**config.mk**
```make
export PLATFORM = sky130hd
export DESIGN_NAME = logic_req_arbiter_flat
export DESIGN_NICKNAME = d
export VERILOG_FILES = /design/src/rtl/alu_pkg.sv /design/src/rtl/logic_req_arbiter_if.sv /design/src/rtl/logic_unit.sv /design/src/rtl/rr_arbiter2.sv /design/src/rtl/logic_req_arbiter.sv /design/src/flat_wrapper.sv
export SDC_FILE = /design/constraint.sdc
export NUM_CORES = 1
export LEC_CHECK = 0
export ABC_AREA = 1
export BUFFER_PORTS_ARGS = -buffer_cell sky130_fd_sc_hd__clkbuf_2
export CORE_ASPECT_RATIO = 0.9
export CORE_MARGIN = 2
export CORE_UTILIZATION = 30
export DETAILED_ROUTE_END_ITERATION = 6
export HOLD_SLACK_MARGIN = 0.15
export SLEW_MARGIN = 10
export SYNTH_ARGS = -nofsm -noshare
export SYNTH_HDL_FRONTEND = slang
export SYNTH_HIERARCHICAL = 1
export SYNTH_SLANG_ARGS = --single-unit
```
**constraint.sdc**
```tcl
create_clock -name clk -period 1.8 [get_ports clk]
set_input_delay 0.18 -clock clk [delete_from_list [all_inputs] [get_ports clk]]
set_output_delay 0.18 -clock clk [all_outputs]
set_load 0.005 [all_outputs]
```
**src/rtl/alu_pkg.sv**
```systemverilog
// Shared opcode, width and FSM encodings for the ALU-64 logic datapath and its arbiter.
package alu_pkg;
  localparam int unsigned ALU_WIDTH = 64;

  localparam logic [2:0] OP_AND  = 3'd0;
  localparam logic [2:0] OP_NAND = 3'd1;
  localparam logic [2:0] OP_OR   = 3'd2;
  localparam logic [2:0] OP_NOR  = 3'd3;
  localparam logic [2:0] OP_XOR  = 3'd4;
  localparam logic [2:0] OP_XNOR = 3'd5;
  localparam logic [2:0] OP_NOTA = 3'd6;
  localparam logic [2:0] OP_NOTB = 3'd7;

  localparam logic [1:0] ST_IDLE = 2'd0;
  localparam logic [1:0] ST_EXEC = 2'd1;
  localparam logic [1:0] ST_RESP = 2'd2;
endpackage

```
**src/rtl/logic_req_arbiter_if.sv**
```systemverilog
// Request/response bundle between issue-stage requesters and logic_req_arbiter.
interface logic_req_arbiter_if
  import alu_pkg::*;
#(
  parameter int unsigned WIDTH   = ALU_WIDTH,
  parameter int unsigned NUM_REQ = 2
) ();
  logic [NUM_REQ-1:0]            req_valid;
  logic [NUM_REQ-1:0]            req_ready;
  logic [NUM_REQ-1:0][2:0]       req_op;
  logic [NUM_REQ-1:0][WIDTH-1:0] req_a;
  logic [NUM_REQ-1:0][WIDTH-1:0] req_b;
  logic                          resp_valid;
  logic                          resp_ready;
  logic                          resp_id;
  logic [WIDTH-1:0]              resp_data;

  modport master (
    output req_valid, req_op, req_a, req_b, resp_ready,
    input  req_ready, resp_valid, resp_id, resp_data
  );

  modport slave (
    input  req_valid, req_op, req_a, req_b, resp_ready,
    output req_ready, resp_valid, resp_id, resp_data
  );
endinterface

```
**src/rtl/logic_unit.sv**
```systemverilog
// Combinational bitwise logic unit; sel uses the alu_pkg OP_* encoding.
module logic_unit
  import alu_pkg::*;
#(
  parameter int unsigned WIDTH = ALU_WIDTH
) (
  input  logic [WIDTH-1:0] in_0,
  input  logic [WIDTH-1:0] in_1,
  input  logic [2:0]       sel,
  output logic [WIDTH-1:0] out
);
  always_comb begin
    out = '0;
    case (sel)
      OP_AND:  out = in_0 & in_1;
      OP_NAND: out = ~(in_0 & in_1);
      OP_OR:   out = in_0 | in_1;
      OP_NOR:  out = ~(in_0 | in_1);
      OP_XOR:  out = in_0 ^ in_1;
      OP_XNOR: out = ~(in_0 ^ in_1);
      OP_NOTA: out = ~in_0;
      OP_NOTB: out = ~in_1;
    endcase
  end
endmodule

```
**src/rtl/rr_arbiter2.sv**
```systemverilog
// Two-way round-robin arbiter: grant is one-hot or zero, ptr names the preferred requester.
module rr_arbiter2 (
  input  logic [1:0] req,
  input  logic       ptr,
  input  logic       en,
  output logic [1:0] gnt,
  output logic       ptr_nxt
);
  always_comb begin
    gnt     = '0;
    ptr_nxt = ptr;
    if (en) begin
      case (req)
        2'b01:   gnt = 2'b01;
        2'b10:   gnt = 2'b10;
        2'b11:   gnt = ptr ? 2'b10 : 2'b01;
        default: gnt = '0;
      endcase
      // The winner goes to the back of the line.
      if (|gnt) ptr_nxt = ~gnt[1];
    end
  end
endmodule

```
**src/rtl/logic_req_arbiter.sv**
```systemverilog
// Shares one logic_unit between two requesters with a single tagged response channel.
// Optional LOGIC_ARB_STATS_EN adds per-requester 32-bit grant counters.
module logic_req_arbiter
  import alu_pkg::*;
#(
  parameter int unsigned WIDTH   = ALU_WIDTH,
  parameter int unsigned NUM_REQ = 2
) (
  input  logic                  clk,
  input  logic                  rst_n,
  logic_req_arbiter_if.slave    bus,
  output logic                  busy
`ifdef LOGIC_ARB_STATS_EN
  ,
  output logic [31:0]           grant_cnt0,
  output logic [31:0]           grant_cnt1
`endif
);
  logic [1:0]         state;
  logic               rr_ptr;
  logic               ptr_nxt;
  logic [NUM_REQ-1:0] gnt;
  logic               win_id;
  logic [2:0]         cap_op;
  logic [WIDTH-1:0]   cap_a;
  logic [WIDTH-1:0]   cap_b;
  logic [WIDTH-1:0]   lu_out;
  logic               resp_id_q;
  logic [WIDTH-1:0]   resp_data_q;

  rr_arbiter2 u_arb (
    .req     (bus.req_valid),
    .ptr     (rr_ptr),
    .en      (state == ST_IDLE),
    .gnt     (gnt),
    .ptr_nxt (ptr_nxt)
  );

  logic_unit #(.WIDTH(WIDTH)) u_lu (
    .in_0 (cap_a),
    .in_1 (cap_b),
    .sel  (cap_op),
    .out  (lu_out)
  );

  assign win_id         = gnt[1];
  assign bus.req_ready  = gnt;
  assign bus.resp_valid = (state == ST_RESP);
  assign bus.resp_id    = resp_id_q;
  assign bus.resp_data  = resp_data_q;
  assign busy           = (state != ST_IDLE);

  always_ff @(posedge clk or negedge rst_n) begin
    if (!rst_n) begin
      state       <= ST_IDLE;
      rr_ptr      <= 1'b0;
      cap_op      <= '0;
      cap_a       <= '0;
      cap_b       <= '0;
      resp_id_q   <= 1'b0;
      resp_data_q <= '0;
    end else begin
      case (state)
        ST_IDLE: begin
          if (|gnt) begin
            cap_op    <= bus.req_op[win_id];
            cap_a     <= bus.req_a[win_id];
            cap_b     <= bus.req_b[win_id];
            resp_id_q <= win_id;
            rr_ptr    <= ptr_nxt;
            state     <= ST_EXEC;
          end
        end
        ST_EXEC: begin
          resp_data_q <= lu_out;
          state       <= ST_RESP;
        end
        ST_RESP: begin
          if (bus.resp_ready) state <= ST_IDLE;
        end
        default: state <= ST_IDLE;
      endcase
    end
  end

`ifdef LOGIC_ARB_STATS_EN
  logic [31:0] cnt0_q;
  logic [31:0] cnt1_q;

  always_ff @(posedge clk or negedge rst_n) begin
    if (!rst_n) begin
      cnt0_q <= '0;
      cnt1_q <= '0;
    end else begin
      if (gnt[0]) cnt0_q <= cnt0_q + 32'd1;
      if (gnt[1]) cnt1_q <= cnt1_q + 32'd1;
    end
  end

  assign grant_cnt0 = cnt0_q;
  assign grant_cnt1 = cnt1_q;
`endif
endmodule
```
**src/flat_wrapper.sv**
```systemverilog
// flat-port wrapper written by rule: the top's interface ports become plain ports
module logic_req_arbiter_flat import alu_pkg::*;
#(
  parameter int unsigned WIDTH   = ALU_WIDTH,
  parameter int unsigned NUM_REQ = 2
)
  (clk, rst_n, busy, bus_req_valid, bus_req_op, bus_req_a, bus_req_b, bus_resp_ready, bus_req_ready, bus_resp_valid, bus_resp_id, bus_resp_data);
  logic_req_arbiter_if #(.WIDTH(WIDTH), .NUM_REQ(NUM_REQ)) bus_i ();
  input  logic clk;
  input  logic rst_n;
  output logic busy;
  input wire logic [$bits(bus_i.req_valid)-1:0] bus_req_valid;
  input wire logic [$bits(bus_i.req_op)-1:0] bus_req_op;
  input wire logic [$bits(bus_i.req_a)-1:0] bus_req_a;
  input wire logic [$bits(bus_i.req_b)-1:0] bus_req_b;
  input wire logic [$bits(bus_i.resp_ready)-1:0] bus_resp_ready;
  output wire logic [$bits(bus_i.req_ready)-1:0] bus_req_ready;
  output wire logic [$bits(bus_i.resp_valid)-1:0] bus_resp_valid;
  output wire logic [$bits(bus_i.resp_id)-1:0] bus_resp_id;
  output wire logic [$bits(bus_i.resp_data)-1:0] bus_resp_data;
  assign bus_i.req_valid = bus_req_valid;
  assign bus_i.req_op = bus_req_op;
  assign bus_i.req_a = bus_req_a;
  assign bus_i.req_b = bus_req_b;
  assign bus_i.resp_ready = bus_resp_ready;
  assign bus_req_ready = bus_i.req_ready;
  assign bus_resp_valid = bus_i.resp_valid;
  assign bus_resp_id = bus_i.resp_id;
  assign bus_resp_data = bus_i.resp_data;
  logic_req_arbiter #(.WIDTH(WIDTH), .NUM_REQ(NUM_REQ)) u_core (.clk(clk), .rst_n(rst_n), .bus(bus_i), .busy(busy));
endmodule
```
# Yosys cells after proc, flatten, opt, wreduce, memory -nomap -nowiden
# Cells that the tools add are included.
# totals
input_bits	267
regBits	199
word_cells	53
out_inout_bits	69
# classes
muxes	14
n_bitwise	9
reduce_logical	8
n_eq_ne	14
magnitude_cmp	1
# op_table
op	count
$pmux 64 s8	1
$not 64->64	5
$mux 64	4
$and 64x64->64	1
$or 64x64->64	1
$xor 64x64->64	1
$eq 3x3->1 const B	4
$pmux 2 s3	2
$mux 2	5
$eq 2x2->1 const B	3
$eq 3x2->1 const B	2
$mux 3	2
$eq 2x1->1 const B	2
$reduce_and 2->1	2
$reduce_or 2->1	2
$eq 3x1->1 const B	1
$logic_not 3->1	1
$reduce_and 3->1	1
$logic_not 2->1	1
$lt 1x2->1 const B	1
$ne 2x1->1 const B	1
$ne 2x2->1 const B	1
$reduce_bool 2->1	1
$not 1->1	1

# Depth between registers and ports, before layout
# depth
depth_word	7
ltp_mapped	11
depth_no_buf	9

# By module
# The synthesis kept the hierarchy.
# modules_own_cells
module	n_inst	seq_area_each_um2	area_each_um2	cells_per_inst
logic_req_arbiter	1	4979.8	9271.4	1275
logic_unit	1	0.0	7557.2	1405
rr_arbiter2	1	0.0	37.5	9

# Least setup slack after synthesis
# Ideal clock, no wire load.
# synth_path
path_type	register to register
startpoint	register u_core.state[0]
endpoint	register u_core.cap_a[0]
t_required_ns	1.684
setup_ns	0.116
period_less_slack_ns	1.764
stages_incl_launch_ff	12
path_buffers	3
setup_slack_ns	0.036
arrival_ns	1.648
cell_sequence	dfrtp_1 > nor2_2 > nand2_1 > a21oi_1 > buf_6 > clkinv_2 > nand2_2 > nand2_2 > buf_6 > buf_2 > nand2_1 > nand2_1
# synth_between
elab_chain_cells	4
word_cells_on_any_way	6
classes_between	mux (3); reduce/logical (3)
# synth_rtl
item	line	source
start: declaration	logic_req_arbiter.sv:19	logic [1:0] state;
start signal: assignment	logic_req_arbiter.sv:55	state <= ST_IDLE;
start signal: assignment	logic_req_arbiter.sv:71	state <= ST_EXEC;
start signal: assignment	logic_req_arbiter.sv:76	state <= ST_RESP;
$logic_not 2->1 (*)	logic_req_arbiter.sv:34	.en (state == ST_IDLE),
$mux 2 (*)	rr_arbiter2.sv:12	if (en) begin
net bus_req_ready[1]	flat_wrapper.sv:17	output wire logic [$bits(bus_i.req_ready)-1:0] bus_req_ready;
$mux 64 (not written as such) or $reduce_or 2->1 (tied branches)	logic_req_arbiter.sv:67, logic_req_arbiter.sv:65	
$mux 64 (not written as such) or $reduce_and 2->1 (tied branches)	--	
end signal: assignment	logic_req_arbiter.sv:67	cap_a <= bus.req_a[win_id];
end: declaration	logic_req_arbiter.sv:25	logic [WIDTH-1:0] cap_a;
# The timed path passes the listed nets; every way through them passes the cells marked *. The select of a mux whose other input is x is not followed.
# A chain may end at the register's enable or synchronous reset.

# Worst setup path after layout
# layout_path
startpoint	register u_core.state[0]
endpoint	output port bus_req_ready[0]
# layout_between
elab_chain_cells	2
# layout_rtl
item	line
$logic_not 2->1	logic_req_arbiter.sv:34
$mux 2	rr_arbiter2.sv:12
end: declaration	flat_wrapper.sv:17
# No other way between the ends.

==> results.md <==
- Placed inst area: 19500 um^2
- Post-Synth Simple-Gate Area: 48.8%
- Grt ovf: 0
- Slew @ Worst Pin: approximately 0.53 ns
- Worst Path Buf+Inv: 2
- Compound-cell area share of the yosys netlist: less than 1%
- Via count: 18800
- Clock sink count: approximately 200
- Core area: ~56000 um^2
- Die area: 58100 um^2
- Clk slew on worst S/H paths: 0.09 ns
- Synth Flop Type: dfrtp_1
- I/O Buffers: ~340
- Critical-path top delay cell: dfrtp_4
- RSZ-0062 raised after global routing: yes
- Crit path max fanout: 3
- CP Launch Point: u_core/state[0]$_DFFE_PN0P_
- Max Root-Sink Buffers: 2
- Cell area after synthesis: between 15000 and 20000 um^2
- Worst reg2reg startpoint: u_core/state[0]$_DFFE_PN0P_
- Maxcap violations: 0
- Synth Area in Adders: a little under a tenth
- GRT Total Usage: 21.5%
- Final setup fails: 0
- CP Data Arrival Time: approximately 1.6 ns
- Global-route wire length before repair: a little under 100 mm
- Post-Route Skew: around 0.017 ns
- Routed wire length: between 60 and 70 mm
- FP Rows: between 80 and 90
- Slew Limit Headroom: about two thirds
- Initial antenna violation count: 1
- Mux contribution to synthesized area: 0%
- Post-Synthesis Cells: roughly 2700
- Main combinational cell family by area after synthesis: simple AND/OR/NAND/NOR gates
- Residual DRC: 0
- Post-synth EDFFs: 0
- Antenna Violating Nets Remaining: 0
- WP data required: 1.62 ns
- Height of the die: 229 um
- Fraction of registers with async set/reset: 100%
- WS Path Type: reg2out
- PwrDens: between 1500 and 2000 nW/um^2
- Sequential share of the synthesized area: slightly below 30%
- Vias per inst: ~4.7
- Number of global-route vias before repair: ~19000
- VDD IR-drop max: around 0.0012 V
- Most frequent cells in the layout: 1172 x nand2_1, 331 x clkbuf_2, 266 x dlygate4sd3_1, 260 x inv_1, 258 x nand3_1
- Period utilisation layout: 99.4%
- Cell family with most CP delay: flip-flops
- Clock root cell: clkbuf_16
- CP max stage delay: ~0.49 ns
- Most common cell after layout, fill and taps aside: nand2_1
- Initial Util: around 30%
- Yosys Warn Count: 6
- Layout cell share with drive strength beyond 1: between 10% and 20%
- DRT Pass-1 Iters: 5
- Critical path capture point type: output port
- Largest net degree at the start of global routing: about 120
- Post-Syn Nets: about 3100
- Skew-Pair Late Insertion Delay: a little over 0.5 ns
- Final Hold Slack: 0.224 ns
- Synth Area per Inst: about 6.3 um^2
- Max-slew violations: 0
- GP Congestion: around 0.8
- Iter 0 DRT Violations: 1432
- Design area: 23200 um^2
- Pleak: between 10 and 15 nW
- CTS tree: done
- Worst Hold Class: in2async
- Final hold violation count: 0
- Post-Synth XOR/XNOR Area: 0%
- Synth Register Bits: 199
- CP Launch Type: flip-flop
- Min Tclk post-route: 1.79 ns
- Top Ports: about 340
- Utilization after layout: a little over two fifths
- Drt wl/cell: roughly 16 um
- FMAX: 559 MHz
- Synth-to-Final Area Change: 37.8%
- Crit path cell chain: nor2_4, nand2_2, a21oi_2, buf_4, buf_6
- H-tree levels: 4
- Status: completed
- NumNets Final: between 3000 and 4000
- HPWL after DPL: between 30 and 40 mm
- Unique masters post-synth: 22
- CTS Buf Count: 17
- Chip Width: approximately 250 um
[synth_stat cells, types with 7 or more instances]
cell type,n,area (um^2)
buf_1,7,26.3
buf_2,137,686
buf_4,28,210
clkbuf_1,19,71.3
dfrtp_1,199,4980
ha_1,128,1600
inv_1,261,980
nand2_1,1181,4430
nand3_1,258,1290
nand3b_1,64,480
nand4_1,192,1200
nor2_1,194,728
[power breakdown]
part           total, W  switching, W  internal (W)
clock           0.00402       0.00206       0.00197
sequential      0.00860       0.00201       0.00659
combinational    0.0237        0.0147       0.00904
[flip-flops by register name (all words and copies together) (netlist names)]
signal	cells
u_core/state	2
u_core/rr_ptr	1
u_core/cap_b	64
u_core/bus.resp_id	1
u_core/cap_op	3
u_core/bus.resp_data	64
u_core/cap_a	64
[worst paths after layout]
path                                                         to  slack [ns]  depth (start not counted)
min                        u_core/bus.resp_data[43]$_DFFE_PN0N_        0.22                          2
min in group clk           u_core/bus.resp_data[24]$_DFFE_PN0N_        0.47                          2
max reg2reg                        u_core/cap_a[63]$_DFFE_PN0P_        0.02                         10
min reg2reg                u_core/bus.resp_data[24]$_DFFE_PN0N_        0.47                          2
max                                            bus_req_ready[0]        0.01                          5
max in group asynchronous          u_core/cap_a[63]$_DFFE_PN0P_        0.94                          3
[final cells by class]
type / instances / area, um^2
Fill cell: 5740 / 32400
Multi-Input combinational cell: 2029 / 9910
Timing Repair Buffer: 695 / 5790
Sequential cell: 199 / 4990
Inverter: 265 / 1000
Tap cell: 756 / 946
Clock buffer: 17 / 425
Clock inverter: 15 / 164
Antenna cell: 1 / 2.50
[kinds of logic (layout without fill, tap and decap cells)]
family	Yosys count	after routing
buffers and inverters	461	992
DFF	199	199
and+or+nand+nor	1898	1898
other	0	1
adders and majority gates	128	128
AOI/OAI and AO/OA	3	3
[timing repair]
action	in CTS	in global routing
endpoints found under the hold margin	332	0
hold buffers	266	0
buffers inserted	6	6
endpoints found under the setup margin	76	186
gates resized for setup	10	23
pin swaps	3	7
gates cloned	4	6
[per-stage QoR]
stage                     setup slack [ns]  total power [W]  std cells  setup TNS [ns]
after floorplan                     0.0360           0.0234       2689               0
final                               0.0105           0.0364       3977               0
after CTS                          -0.0671           0.0357       3965          -0.118
after detailed placement          -0.00820           0.0305       3657        -0.00822
after global placement              0.0468           0.0303       3657               0
after global routing               -0.0741           0.0400       3977           -3.41
[metal layers]
| layer | track usage (%) | part of all wire, % | vias to the layer above |
|---|---|---|---|
| li1 | - | - | 9506 |
| met1 | 28.3 | 46 | 8642 |
| met2 | 35.1 | 46 | 543 |
| met3 | 3.47 | 5.2 | 120 |
| met4 | 8.55 | 2.7 | 0 |
| met5 | 0 | 0 | - |
Power figures use the tool's default switching activity.
